$ cat src/rtl/tsp_fetch_pkg.sv
// Shared definitions for the TSP instruction fetcher: state encoding,
// default widths and the prefetch FIFO depth legality check.
package tsp_fetch_pkg;

  localparam int DEFAULT_ADDR_W     = 13;
  localparam int DEFAULT_DATA_W     = 32;
  localparam int DEFAULT_FIFO_DEPTH = 4;

  typedef enum logic [1:0] {
    ST_IDLE  = 2'd0,
    ST_FETCH = 2'd1,
    ST_DRAIN = 2'd2,
    ST_DONE  = 2'd3
  } fetch_state_t;

  // Pointer wrap in the FIFO relies on a power-of-two depth.
  function automatic bit fifo_depth_ok(input int depth);
    return (depth >= 4) && ((depth & (depth - 1)) == 0);
  endfunction

endpackage

$ cat src/rtl/tsp_fetch_fifo.sv
// Small synchronous FIFO used as the fetcher's prefetch buffer.
// Head word is presented combinationally so it is visible while it waits.
module tsp_fetch_fifo #(
  parameter int WIDTH = 32,
  parameter int DEPTH = 4
) (
  input  logic                     clk,
  input  logic                     srst,
  input  logic                     push,
  input  logic [WIDTH-1:0]         push_data,
  input  logic                     pop,
  output logic [WIDTH-1:0]         pop_data,
  output logic                     full,
  output logic                     empty,
  output logic [$clog2(DEPTH):0]   occupancy
);

  localparam int PTR_W = $clog2(DEPTH);

  logic [WIDTH-1:0] mem [DEPTH];
  logic [PTR_W-1:0] wr_ptr_reg;
  logic [PTR_W-1:0] rd_ptr_reg;
  logic [PTR_W:0]   occ_reg;
  logic             push_ok;
  logic             pop_ok;

  assign full      = (occ_reg == (PTR_W + 1)'(DEPTH));
  assign empty     = (occ_reg == '0);
  assign occupancy = occ_reg;
  assign push_ok   = push && !full;
  assign pop_ok    = pop && !empty;
  assign pop_data  = mem[rd_ptr_reg];

  always_ff @(posedge clk) begin
    if (push_ok) begin
      mem[wr_ptr_reg] <= push_data;
    end
  end

  always_ff @(posedge clk) begin
    if (srst) begin
      wr_ptr_reg <= '0;
      rd_ptr_reg <= '0;
      occ_reg    <= '0;
    end else begin
      if (push_ok) begin
        wr_ptr_reg <= wr_ptr_reg + PTR_W'(1);
      end
      if (pop_ok) begin
        rd_ptr_reg <= rd_ptr_reg + PTR_W'(1);
      end
      case ({push_ok, pop_ok})
        2'b10:   occ_reg <= occ_reg + (PTR_W + 1)'(1);
        2'b01:   occ_reg <= occ_reg - (PTR_W + 1)'(1);
        default: occ_reg <= occ_reg;
      endcase
    end
  end

endmodule

$ cat src/rtl/tsp_instr_fetch.sv
// Streams a contiguous run of BRAM words to the TSP dispatch via a prefetch FIFO.
// Define TSP_FETCH_CHECKSUM_EN to build the XOR checksum of delivered words.
module tsp_instr_fetch
  import tsp_fetch_pkg::*;
#(
  parameter int ADDR_W     = DEFAULT_ADDR_W,
  parameter int DATA_W     = DEFAULT_DATA_W,
  parameter int FIFO_DEPTH = DEFAULT_FIFO_DEPTH
) (
  input  logic              sys_clock,
  input  logic              reset_rtl,
  input  logic              start,
  input  logic [ADDR_W-1:0] base_addr,
  input  logic [ADDR_W:0]   count,
  output logic              busy,
  output logic              done,
  output logic              bram_en,
  output logic [ADDR_W-1:0] bram_addr,
  input  logic [DATA_W-1:0] bram_dout,
  output logic              instr_valid,
  input  logic              instr_ready,
  output logic [DATA_W-1:0] instr_data,
  output logic              instr_last,
  output logic [DATA_W-1:0] checksum
);

  localparam int CNT_W = ADDR_W + 1;
  localparam int OCC_W = $clog2(FIFO_DEPTH) + 1;

  generate
    if (!fifo_depth_ok(FIFO_DEPTH)) begin : g_bad_depth
      $error("tsp_instr_fetch: FIFO_DEPTH must be a power of two and >= 4");
    end
  endgenerate

  fetch_state_t      state_reg;
  fetch_state_t      state_next;
  logic [ADDR_W-1:0] base_reg;
  logic [CNT_W-1:0]  count_reg;
  logic [CNT_W-1:0]  issued_reg;
  logic [CNT_W-1:0]  delivered_reg;
  logic              inflight_reg;

  logic              accept;
  logic              issue;
  logic              handshake;
  logic [OCC_W:0]    pending;
  logic [DATA_W-1:0] fifo_head;
  logic              fifo_full;
  logic              fifo_empty;
  logic [OCC_W-1:0]  fifo_occupancy;

  tsp_fetch_fifo #(
    .WIDTH (DATA_W),
    .DEPTH (FIFO_DEPTH)
  ) u_fifo (
    .clk       (sys_clock),
    .srst      (reset_rtl),
    .push      (inflight_reg),
    .push_data (bram_dout),
    .pop       (handshake),
    .pop_data  (fifo_head),
    .full      (fifo_full),
    .empty     (fifo_empty),
    .occupancy (fifo_occupancy)
  );

  // Buffered words plus the read still in the BRAM pipeline must fit the FIFO.
  assign pending = {1'b0, fifo_occupancy} + {{OCC_W{1'b0}}, inflight_reg};

  assign accept      = (state_reg == ST_IDLE) && start;
  assign issue       = (state_reg == ST_FETCH) && (issued_reg < count_reg) &&
                       !fifo_full && (pending < (OCC_W + 1)'(FIFO_DEPTH));
  assign instr_valid = !fifo_empty;
  assign handshake   = instr_valid && instr_ready;
  assign instr_data  = instr_valid ? fifo_head : '0;
  assign instr_last  = instr_valid && (delivered_reg == count_reg - CNT_W'(1));

  assign busy      = (state_reg != ST_IDLE);
  assign done      = (state_reg == ST_DONE);
  assign bram_en   = issue;
  assign bram_addr = base_reg + issued_reg[ADDR_W-1:0];

  always_comb begin
    state_next = state_reg;
    case (state_reg)
      ST_IDLE: begin
        if (start) begin
          state_next = (count == '0) ? ST_DONE : ST_FETCH;
        end
      end
      ST_FETCH: begin
        if (issue && (issued_reg + CNT_W'(1) == count_reg)) begin
          state_next = ST_DRAIN;
        end
      end
      ST_DRAIN: begin
        if (handshake && instr_last) begin
          state_next = ST_DONE;
        end
      end
      ST_DONE: state_next = ST_IDLE;
      default: state_next = ST_IDLE;
    endcase
  end

  always_ff @(posedge sys_clock) begin
    if (reset_rtl) begin
      state_reg     <= ST_IDLE;
      base_reg      <= '0;
      count_reg     <= '0;
      issued_reg    <= '0;
      delivered_reg <= '0;
      inflight_reg  <= 1'b0;
    end else begin
      state_reg    <= state_next;
      inflight_reg <= issue;
      if (accept) begin
        base_reg      <= base_addr;
        count_reg     <= count;
        issued_reg    <= '0;
        delivered_reg <= '0;
      end else begin
        if (issue) begin
          issued_reg <= issued_reg + CNT_W'(1);
        end
        if (handshake) begin
          delivered_reg <= delivered_reg + CNT_W'(1);
        end
      end
    end
  end

`ifdef TSP_FETCH_CHECKSUM_EN
  logic [DATA_W-1:0] checksum_reg;

  always_ff @(posedge sys_clock) begin
    if (reset_rtl) begin
      checksum_reg <= '0;
    end else if (accept) begin
      checksum_reg <= '0;
    end else if (handshake) begin
      checksum_reg <= checksum_reg ^ fifo_head;
    end
  end

  assign checksum = checksum_reg;
`else
  assign checksum = '0;
`endif

endmodule

$ cat config.mk
export PLATFORM = sky130hd
export DESIGN_NAME = tsp_instr_fetch
export DESIGN_NICKNAME = d
export VERILOG_FILES = /design/src/rtl/tsp_fetch_pkg.sv /design/src/rtl/tsp_fetch_fifo.sv /design/src/rtl/tsp_instr_fetch.sv
export SDC_FILE = /design/constraint.sdc
export NUM_CORES = 1
export LEC_CHECK = 0
export CORE_ASPECT_RATIO = 0.9
export CORE_UTILIZATION = 29
export DETAILED_ROUTE_END_ITERATION = 16
export PLACE_DENSITY = 0.46
export SYNTH_ARGS = -nofsm -noshare
export SYNTH_HDL_FRONTEND = slang
export SYNTH_HIERARCHICAL = 1
export SYNTH_SLANG_ARGS = --single-unit
$ cat constraint.sdc
create_clock -name sys_clock -period 7.1 [get_ports sys_clock]
set_input_delay 1.065 -clock sys_clock [delete_from_list [all_inputs] [get_ports sys_clock]]
set_output_delay 1.065 -clock sys_clock [all_outputs]
set_load 0.05 [all_outputs]
==> impl_metrics.tcl, run 1 <==
set metrics [dict create \
    design.die.area_mm2 0.0348 \
    placed_insts 1369 \
    die_h_um 177 \
    proportion_of_layout_cells_with_a_drive_suffix_above_1_pct 10.7 \
    initial_utilization_pct 29.7 \
    yosys_warnings 6 \
    required_ns 6.03 \
    report.power.total_uw 3500 \
    layout_worst_path_cycle_share_pct 64.9 \
    nNetsFinal 1037 \
    worstSetupPathType "flop to primary output" \
    synth_seq_area_share_pct 52.5 \
    viasPerCell 4.52 \
    rows 63 \
    leakage_power_summed_over_all_cells_uw 0.00397 \
    clock_tree_root_driver_cell "clkbuf_16" \
    grt_setup_unrepaired "no" \
    largest_register_ff_count 128 \
    timing.final.max_slew_violations 0 \
    tritoncts_clock_tree "yes" \
    grt_antenna_before_repair 0 \
    start_kind "flop" \
    max_slew_margin_pct 32.3 \
    drv_cap 0 \
    clk_pin_slew_worst_paths_ns 0.07 \
    stdcell_area_mm2 0.0119 \
    placedInstanceArea_mm2 0.0113 \
    worst-path-max-fanout 8 \
    power.density_cell_area_mw_per_mm2 295 \
    tightest_slew_ns 1.02 \
    ys_ff_latch 195 \
    setup_viol 0 \
    dieWidth_um 197 \
    layout_commonest_cell "edfxtp_1" \
    first_pass_grt_wire_length_um 34700 \
    stdcell_count 1401 \
    postCtsResizedCells 0 \
    clock_tree.buffer_depth 2 \
    io_pins 145 \
    clock_tree.htree_level_count 4 \
    drt_iter0_drc 321 \
    drt_pass1_iterations 4 \
    syn_area_per_cell_um2 11.8 \
    dp_hpwl_um 15100 \
    grt_max_degree 41 \
    cts_made_buffers 17 \
    setup-tns-final_ns 0 \
    asyncSetResetFlopFracSynth_pct 0 \
    synth.lib_cells_used.distinct 75 \
    timing.critical_path.arrival_ns 3.54 \
    final.setup.worst_slack_ns 2.50 \
    synth-edff-count 128 \
    clk_latency_ns 0.45 \
    status "finished, final reports clean" \
    synthCells 835 \
    worstSetupEndpointType "primary output" \
    grt_pass1_vias 6225 \
    worst_slack_at_placement_ns 2.95 \
    synthesis.area_mm2 0.00988 \
    layout_common_cells "edfxtp_1 (128), clkdlybuf4s50_1 (112), nand2_1 (76)" \
    fmaxAchievable_mhz 217 \
    postRouteAntennaNets 0 \
    regMostFlops "u_fifo/mem" \
    synth_ff_type "edfxtp_1" \
    grt_usage_pct 13.0 \
    type_of_the_worst_min_delay_path "flop to flop" \
    finalHoldViolations 0 \
    core_area_mm2 0.0333 \
    grt_remaining_overflow 0 \
    post-route-min-period_ns 4.60 \
    area_growth_syn_to_layout_pct 20.1 \
    detailed_route_via_count 6329 \
    antennaDiodeCount 0 \
    io_buffers 112 \
    routed_wirelength_um 22100 \
    ir_worst_vdd_mv 0.208 \
    drc_viols 0 \
    postCtsSetupBuffers 0 \
    clock-skew-final_ns 0.0113 \
    cts.sink_count 195 \
    place.gp.congestion 0.743 \
    drt-wirelength-per-cell_um 15.8 \
    cts_hold_buffers 0 \
]
[area by class of cell]
cell class,instances,area [um^2]
fillers,3339,21400
flip-flops and latches,195,5190
multi-input cells,558,4150
repair buffers,124,1210
well taps,455,569
clock buffers,17,425
clock inverters,15,179
inverters,37,139
[cell families after synthesis]
family	Yosys count	share of synthesized area, %
AOI/OAI and AO/OA	118	7.46
buffers and inverters	113	6.70
DFF	195	52.5
and+or+nand+nor	266	14.4
xor gates and xnor gates	66	5.93
adders and majority gates	41	5.35
other	1	0.0380
muxes	35	7.68
[critical path: stages (launching register included)]
cell	delay, ns
dfxtp_1	0.50
ha_1	0.29
a21o_1	0.18
a21oi_1	0.23
nor2b_1	0.09
o211ai_1	0.25
a21oi_1	0.11
a311oi_1	0.31
nor2b_1	0.21
xnor2_1	0.13
clkdlybuf4s50_1	0.81
[synth_stat cells, drive strengths merged (2+ instances only)]
library cell | n | share of area, %
a211oi | 4 | 0.35
a21o | 2 | 0.15
a21oi | 57 | 2.9
a311oi | 5 | 0.44
a41oi | 3 | 0.27
and2 | 9 | 0.57
and3 | 5 | 0.34
and4 | 2 | 0.18
buf | 51 | 4.2
clkbuf | 25 | 1.1
dfxtp | 67 | 14
edfxtp | 128 | 39
fa | 2 | 0.41
ha | 39 | 4.9
inv | 37 | 1.4
mux2i | 3 | 0.30
mux4 | 32 | 7.4
nand2 | 78 | 3.0
nand2b | 5 | 0.32
nand3 | 19 | 1.0
nand3b | 2 | 0.15
nand4 | 12 | 0.76
nor2 | 46 | 1.8
nor2b | 39 | 2.5
nor3 | 17 | 0.96
nor3b | 3 | 0.33
nor4 | 9 | 0.98
nor4b | 2 | 0.18
o2111a | 2 | 0.23
o211ai | 2 | 0.15
o21a | 2 | 0.15
o21ai | 24 | 1.2
o311a | 2 | 0.23
o311ai | 2 | 0.18
o31ai | 2 | 0.20
or2 | 2 | 0.13
or3 | 11 | 0.70
or4 | 3 | 0.27
xnor2 | 37 | 3.4
xor2 | 29 | 2.6
[metal layers]
layer,wire (um),track usage [%]
met1,11200,18.1
met2,10000,20.6
met3,670,2.36
met4,199,3.94
met5,0,0
[through the flow]
stage	utilization [%]	hold WS [ns]
5_1_grt	35.7	0.481
4_1_cts	35.7	0.465
3_3_place_gp	33.8	0.449
6_report	35.7	0.461
2_1_floorplan	-	0.441
3_5_place_dp	33.8	0.454
[worst paths after layout]
path | from | endpoint | slack (ns) | cells past startpoint
min | base_reg[8] | base_reg[8] | 0.46 | 2
max reg2reg | count_reg[5] | state_reg[1] | 4.12 | 10
max | issued_reg[1] | bram_addr[9] | 2.50 | 10
min reg2reg | base_reg[8] | base_reg[8] | 0.46 | 2
[power by group]
group | internal (uW) | switching, uW | leakage [uW] | total [uW]
clock network | 476 | 491 | 0.000285 | 967
logic | 409 | 741 | 0.00198 | 1150
registers | 1300 | 76.5 | 0.00170 | 1380
Power figures use the tool's default switching activity.
==> run 2: changes to the inputs <==
==> constraint.sdc (replaced) <==
create_clock -name sys_clock -period 4.4 [get_ports sys_clock]
set_input_delay 0.66 -clock sys_clock [delete_from_list [all_inputs] [get_ports sys_clock]]
set_output_delay 0.66 -clock sys_clock [all_outputs]
set_load 0.05 [all_outputs]
==> run 2 against run 1 <==
Effect of this change:
- flip-flop and latch count unchanged
- worst hold slack gained 0.0028 ns
- design area about the same
- clock skew decreased by 0.0013 ns
- worst setup slack lost 2.2 ns
- wire length up 0.11%
- clock power is 57% higher
- combinational power rose by 63%
- utilization barely moved
- critical path depth stayed put
- critical endpoint is now bram_addr[11]
==> impl_metrics.tcl, run 2 (synthesis results as in run 1) <==
set metrics [dict create \
    clk_pin_slew_worst_paths_ns 0.08 \
    ir_worst_vdd_mv 0.351 \
    rows 63 \
    grt_max_degree 41 \
    grt_setup_unrepaired "no" \
    crit_slowest_cell "clkdlybuf4s50_1" \
    required_ns 3.74 \
    critical_path.top_delay_family "compound AO/OA/AOI/OAI gates" \
    hold-worst-slack_ns 0.464 \
    setup-tns-final_ns 0 \
    grt_remaining_overflow 0 \
    post-route-min-period_ns 4.13 \
    layout_worst_path_cycle_share_pct 94.0 \
    drt-wirelength-per-cell_um 15.8 \
    critPathLaunch "issued_reg[1]" \
    worst-path-max-fanout 8 \
    highest_metal_layer_used_by_the_detailed_router "met4" \
    worstSetupEndpointType "primary output" \
    multiInputGateArea_mm2 0.00416 \
    drt_pass1_iterations 5 \
    antennaDiodeCount 0 \
    grt_usage_pct 13.1 \
    drt_iter0_drc 360 \
    report.power.total_uw 5620 \
    fmaxAchievable_mhz 242 \
    dieWidth_um 197 \
    io_buffers 112 \
    crit_path_cell_chain "ha_1 > a21o_1 > a21oi_1 > nor2b_1 > o211ai_1 > a21oi_1 > a311oi_1 > a21oi_1 > xor2_1 > clkdlybuf4s50_1" \
    clock-skew-final_ns 0.00997 \
    r2r_slack_ns 1.45 \
    cts_hold_buffers 0 \
    postCtsSetupBuffers 0 \
    timing.final.max_slew_violations 0 \
    timing.critical_path.arrival_ns 3.47 \
    clk_latency_ns 0.44 \
    io_pins 145 \
    critPathMaxStageDelay_ns 0.82 \
    met2_wirelength_um 9930 \
    drv_cap 0 \
    clock_tree.buffer_depth 2 \
    largest_register_ff_count 128 \
    first_pass_grt_wire_length_um 35200 \
    grt_pass1_vias 6315 \
    postCtsResizedCells 0 \
    design.die.area_mm2 0.0348 \
    setup_viol 0 \
    worstRegToRegCells 10 \
    dp_hpwl_um 15100 \
    viasPerCell 4.51 \
    leakage_power_summed_over_all_cells_uw 0.00399 \
    max_slew_margin_pct 33.7 \
    endpoint_of_the_worst_register_to_register_path "state_reg[1]" \
    area_growth_syn_to_layout_pct 20.1 \
    critical_path.reg2reg.startpoint "count_reg[5]" \
    worstSetupPathType "flop to primary output" \
    nNetsFinal 1039 \
    critPathBufInv 1 \
    die_h_um 177 \
    critPathMostFrequentCell "a21oi_1" \
    routed_wirelength_um 22100 \
    detailed_route_via_count 6329 \
    core_area_mm2 0.0333 \
    start_kind "flop" \
    proportion_of_layout_cells_with_a_drive_suffix_above_1_pct 10.5 \
    layout_common_cells "edfxtp_1 (128), clkdlybuf4s50_1 (111), nand2_1 (76)" \
    finalHoldViolations 0 \
    place.gp.congestion 0.741 \
    type_of_the_worst_min_delay_path "flop to flop" \
    sequential_cell_area_mm2 0.00519 \
    routed-wl-met3_um 880 \
    final.fill_count 3349 \
    drc_viols 0 \
    wl_met1_um 11000 \
    layout_commonest_cell "edfxtp_1" \
    cts.sink_count 195 \
    cts_made_buffers 17 \
    grt_antenna_before_repair 0 \
    clock_tree_root_driver_cell "clkbuf_16" \
    tritoncts_clock_tree "yes" \
    power.density_cell_area_mw_per_mm2 474 \
    regMostFlops "u_fifo/mem" \
    status "finished, final reports clean" \
    clock_tree.htree_level_count 4 \
    tightest_slew_ns 0.995 \
    postRouteAntennaNets 0 \
    critical_path_depth 10 \
    critPathCapture "bram_addr[11]" \
    initial_utilization_pct 29.7 \
]
run 2: worst reg2reg max path: stages (launching register included):
cell      delay (ns)
dfxtp_1         0.62
inv_1           0.13
ha_1            0.23
or3_1           0.33
o21ai_0         0.24
a22oi_1         0.13
buf_4           0.23
a221o_1         0.36
o22ai_2         0.25
a21oi_1         0.11
a311oi_1        0.26
run 2: metrics by stage:
step	area (um^2)	setup WS [ns]	instances	utilization, %
2_1_floorplan	9990	1.09	866	-
3_3_place_gp	11300	0.694	1371	33.9
3_5_place_dp	11300	0.675	1371	33.9
4_1_cts	11900	0.169	1403	35.6
5_1_grt	11900	0.00701	1403	35.7
6_report	11900	0.266	1403	35.7
run 2: area by class of cell:
class	instances	share of cell area [%]
clock buffers	18	3.62
multi-input cells	558	35.1
well taps	455	4.80
inverters	37	1.17
flip-flops and latches	195	43.7
repair buffers	126	10.5
clock inverters	14	1.14
run 2: metal layers:
layer	track usage, %	vias up
met2	20.6	113
li1	-	3147
met3	2.59	16
met5	0	-
met4	3.87	0
met1	18.3	3053
run 2: worst min path at each step:
stage / startpoint / end / slack (ns) / depth (start not counted)
detailed placement: base_reg[7] / base_reg[7] / 0.45 / 2
finish: base_reg[7] / base_reg[7] / 0.46 / 2
global placement: base_reg[8] / base_reg[8] / 0.45 / 2
global route: base_reg[10] / base_reg[10] / 0.48 / 2
floorplan: base_reg[0] / base_reg[0] / 0.44 / 2
CTS: base_reg[7] / base_reg[7] / 0.47 / 2
run 2: power by group:
part           internal, uW  switching, uW
combinational           668           1200
sequential             2110            127
clock                   755            763
==> run 3: changes to the inputs <==
--- a/config.mk
+++ b/config.mk
@@ -7,7 +7,9 @@
 export LEC_CHECK = 0
 export CORE_ASPECT_RATIO = 0.9
 export CORE_UTILIZATION = 29
+export CTS_CLUSTER_DIAMETER = 60
 export DETAILED_ROUTE_END_ITERATION = 16
+export GPL_TIMING_DRIVEN = 0
 export PLACE_DENSITY = 0.46
 export SYNTH_ARGS = -nofsm -noshare
 export SYNTH_HDL_FRONTEND = slang
==> run 3 against run 2 <==
Effect of this change:
- worst setup slack improved by 0.022 ns
- total power decreased by 0.20%
- first-iteration DRC count decreased by 22%
- utilization increased by 1.4 points
- maximum frequency increased by 0.54%
- via count increased by 3.2%
- combinational power increased by 4%
- critical path type unchanged
- largest cell class unchanged
- largest power group unchanged
==> impl_metrics.tcl, run 3 (synthesis results as in run 1) <==
set metrics [dict create \
    status "finished, final reports clean" \
    design.die.area_mm2 0.0348 \
    required_ns 3.74 \
    io_buffers 112 \
    layout_common_cells "edfxtp_1 (128), clkdlybuf4s50_1 (107), nand2_1 (76)" \
    initial_utilization_pct 29.7 \
    highest_metal_layer_used_by_the_detailed_router "met4" \
    met2_wirelength_um 10700 \
    detailed_route_via_count 6533 \
    die_h_um 177 \
    max_slew_margin_pct 51.9 \
    wl_met1_um 11100 \
    rows 63 \
    place.gp.congestion 0.784 \
    setup_viol 0 \
    clock_tree.htree_level_count 4 \
    postRouteAntennaNets 0 \
    clk_latency_ns 0.44 \
    finalHoldViolations 0 \
    grt_max_degree 30 \
    setup-tns-final_ns 0 \
    viasPerCell 4.44 \
    worstRegToRegCells 12 \
    drv_cap 0 \
    stdcell_count 1470 \
    drc_viols 0 \
    tritoncts_clock_tree "yes" \
    io_pins 145 \
    dieWidth_um 197 \
    layout_worst_path_cycle_share_pct 93.5 \
    grt_pass1_vias 6563 \
    regMostFlops "u_fifo/mem" \
    cts_made_buffers 17 \
    dp_hpwl_um 16600 \
    clock-skew-final_ns 0.0104 \
    critPathMaxStageDelay_ns 0.57 \
    layout_commonest_cell "edfxtp_1" \
    timing.critical_path.arrival_ns 3.45 \
    worstSetupEndpointType "primary output" \
    worst-path-max-fanout 10 \
    crit_slowest_cell "dlygate4sd2_1" \
    worstSetupPathType "flop to primary output" \
    start_kind "flop" \
    tightest_slew_ns 0.718 \
    clk_pin_slew_worst_paths_ns 0.07 \
    drt-wirelength-per-cell_um 15.5 \
    clock_tree.buffer_depth 2 \
    min_delay_path_depth 2 \
    final.setup.worst_slack_ns 0.288 \
    area_growth_syn_to_layout_pct 24.8 \
    routed-wl-met3_um 886 \
    proportion_of_layout_cells_with_a_drive_suffix_above_1_pct 14.2 \
    nNetsFinal 1105 \
    largest_register_ff_count 128 \
    grt_setup_unrepaired "no" \
    routed_wirelength_um 22800 \
    post-route-min-period_ns 4.11 \
    critical_path.top_delay_family "buffers and inverters" \
    postLayoutCoreUtil_pct 37.1 \
    clock_tree_root_driver_cell "clkbuf_16" \
    drt_pass1_iterations 4 \
    grt_usage_pct 13.7 \
    core_area_mm2 0.0333 \
    timing.final.max_slew_violations 0 \
    critPathBufInv 5 \
    type_of_the_worst_min_delay_path "flop to flop" \
    grt_remaining_overflow 0 \
    crit_path_cell_chain "clkbuf_1 > inv_1 > ha_1 > or3_1 > o21ai_0 > a22oi_1 > clkbuf_1 > inv_1 > dlygate4sd2_1" \
    fmaxAchievable_mhz 243 \
    ir_worst_vdd_mv 0.281 \
    power.density_cell_area_mw_per_mm2 455 \
    r2r_slack_ns 1.17 \
    postCtsSetupBuffers 0 \
    placed_insts 1437 \
    drt_iter0_drc 281 \
    cts.sink_count 195 \
    first_pass_grt_wire_length_um 36200 \
    leakage_power_summed_over_all_cells_uw 0.00430 \
    grt_antenna_before_repair 1 \
    critical_path_depth 9 \
    worst_slack_at_placement_ns 0.460 \
]
[run 3: changes by cell type in the layout (fill, tap and decap cells not counted), sizes merged, moves of 2 or more]
cell | previous run | this run
buf | 14 | 55
inv | 46 | 44
clkbuf | 18 | 43
clkdlybuf4s50 | 111 | 107
dlymetal6s2s | 1 | 4
clkinvlp | 0 | 3
[run 3: metrics by stage]
stage	instance area (um^2)	power, uW	hold slack (ns)
after floorplan	9990	3570	0.441
after global placement	11700	4200	0.449
after detailed placement	11800	4220	0.454
after CTS	12300	5700	0.464
after global routing	12300	5930	0.482
final	12300	5610	0.461
[run 3: path summary, 6_finish.rpt]
kind,end,start
max reg2reg,issued_reg[9],count_reg[5]
max,bram_en,count_reg[5]
min reg2reg,base_reg[0],base_reg[0]
min,base_reg[0],base_reg[0]
[run 3: layout make-up]
cell class,instances,area [um^2]
antenna,1,2.50
buffer,76,523
clock buffer,18,429
clock inverter,14,118
fill,3347,20900
inverter,37,139
multi-input combinational,558,4150
sequential,195,5180
tap,455,569
timing repair buffer,116,1210
[run 3: worst reg2reg max path, delay by kind of cell (launching register included)]
kind	cells	cell delay, ns
and+or+nand+nor	2	0.18
AOI/OAI and AO/OA	4	0.57
buffers and inverters	4	1.49
adders and majority gates	1	0.31
xor gates and xnor gates	1	0.17
DFF	1	0.39
[run 3: what timing repair did]
item	CTS	global route
pin swaps	0	0
endpoints found under the setup margin	1	4
gates resized for setup	1	4
hold buffers	0	0
[run 3: power breakdown]
part	total [uW]	switching, uW	internal (uW)
Combinational	1950	1260	697
Clock	1460	720	741
Sequential	2190	87.4	2110
[run 3: metal layers]
| metal | up-vias | global-route usage (%) |
|---|---|---|
| li1 | 3290 | - |
| met1 | 3120 | 18.3 |
| met2 | 111 | 22.0 |
| met3 | 12 | 3.51 |
| met4 | 0 | 3.45 |
| met5 | - | 0 |
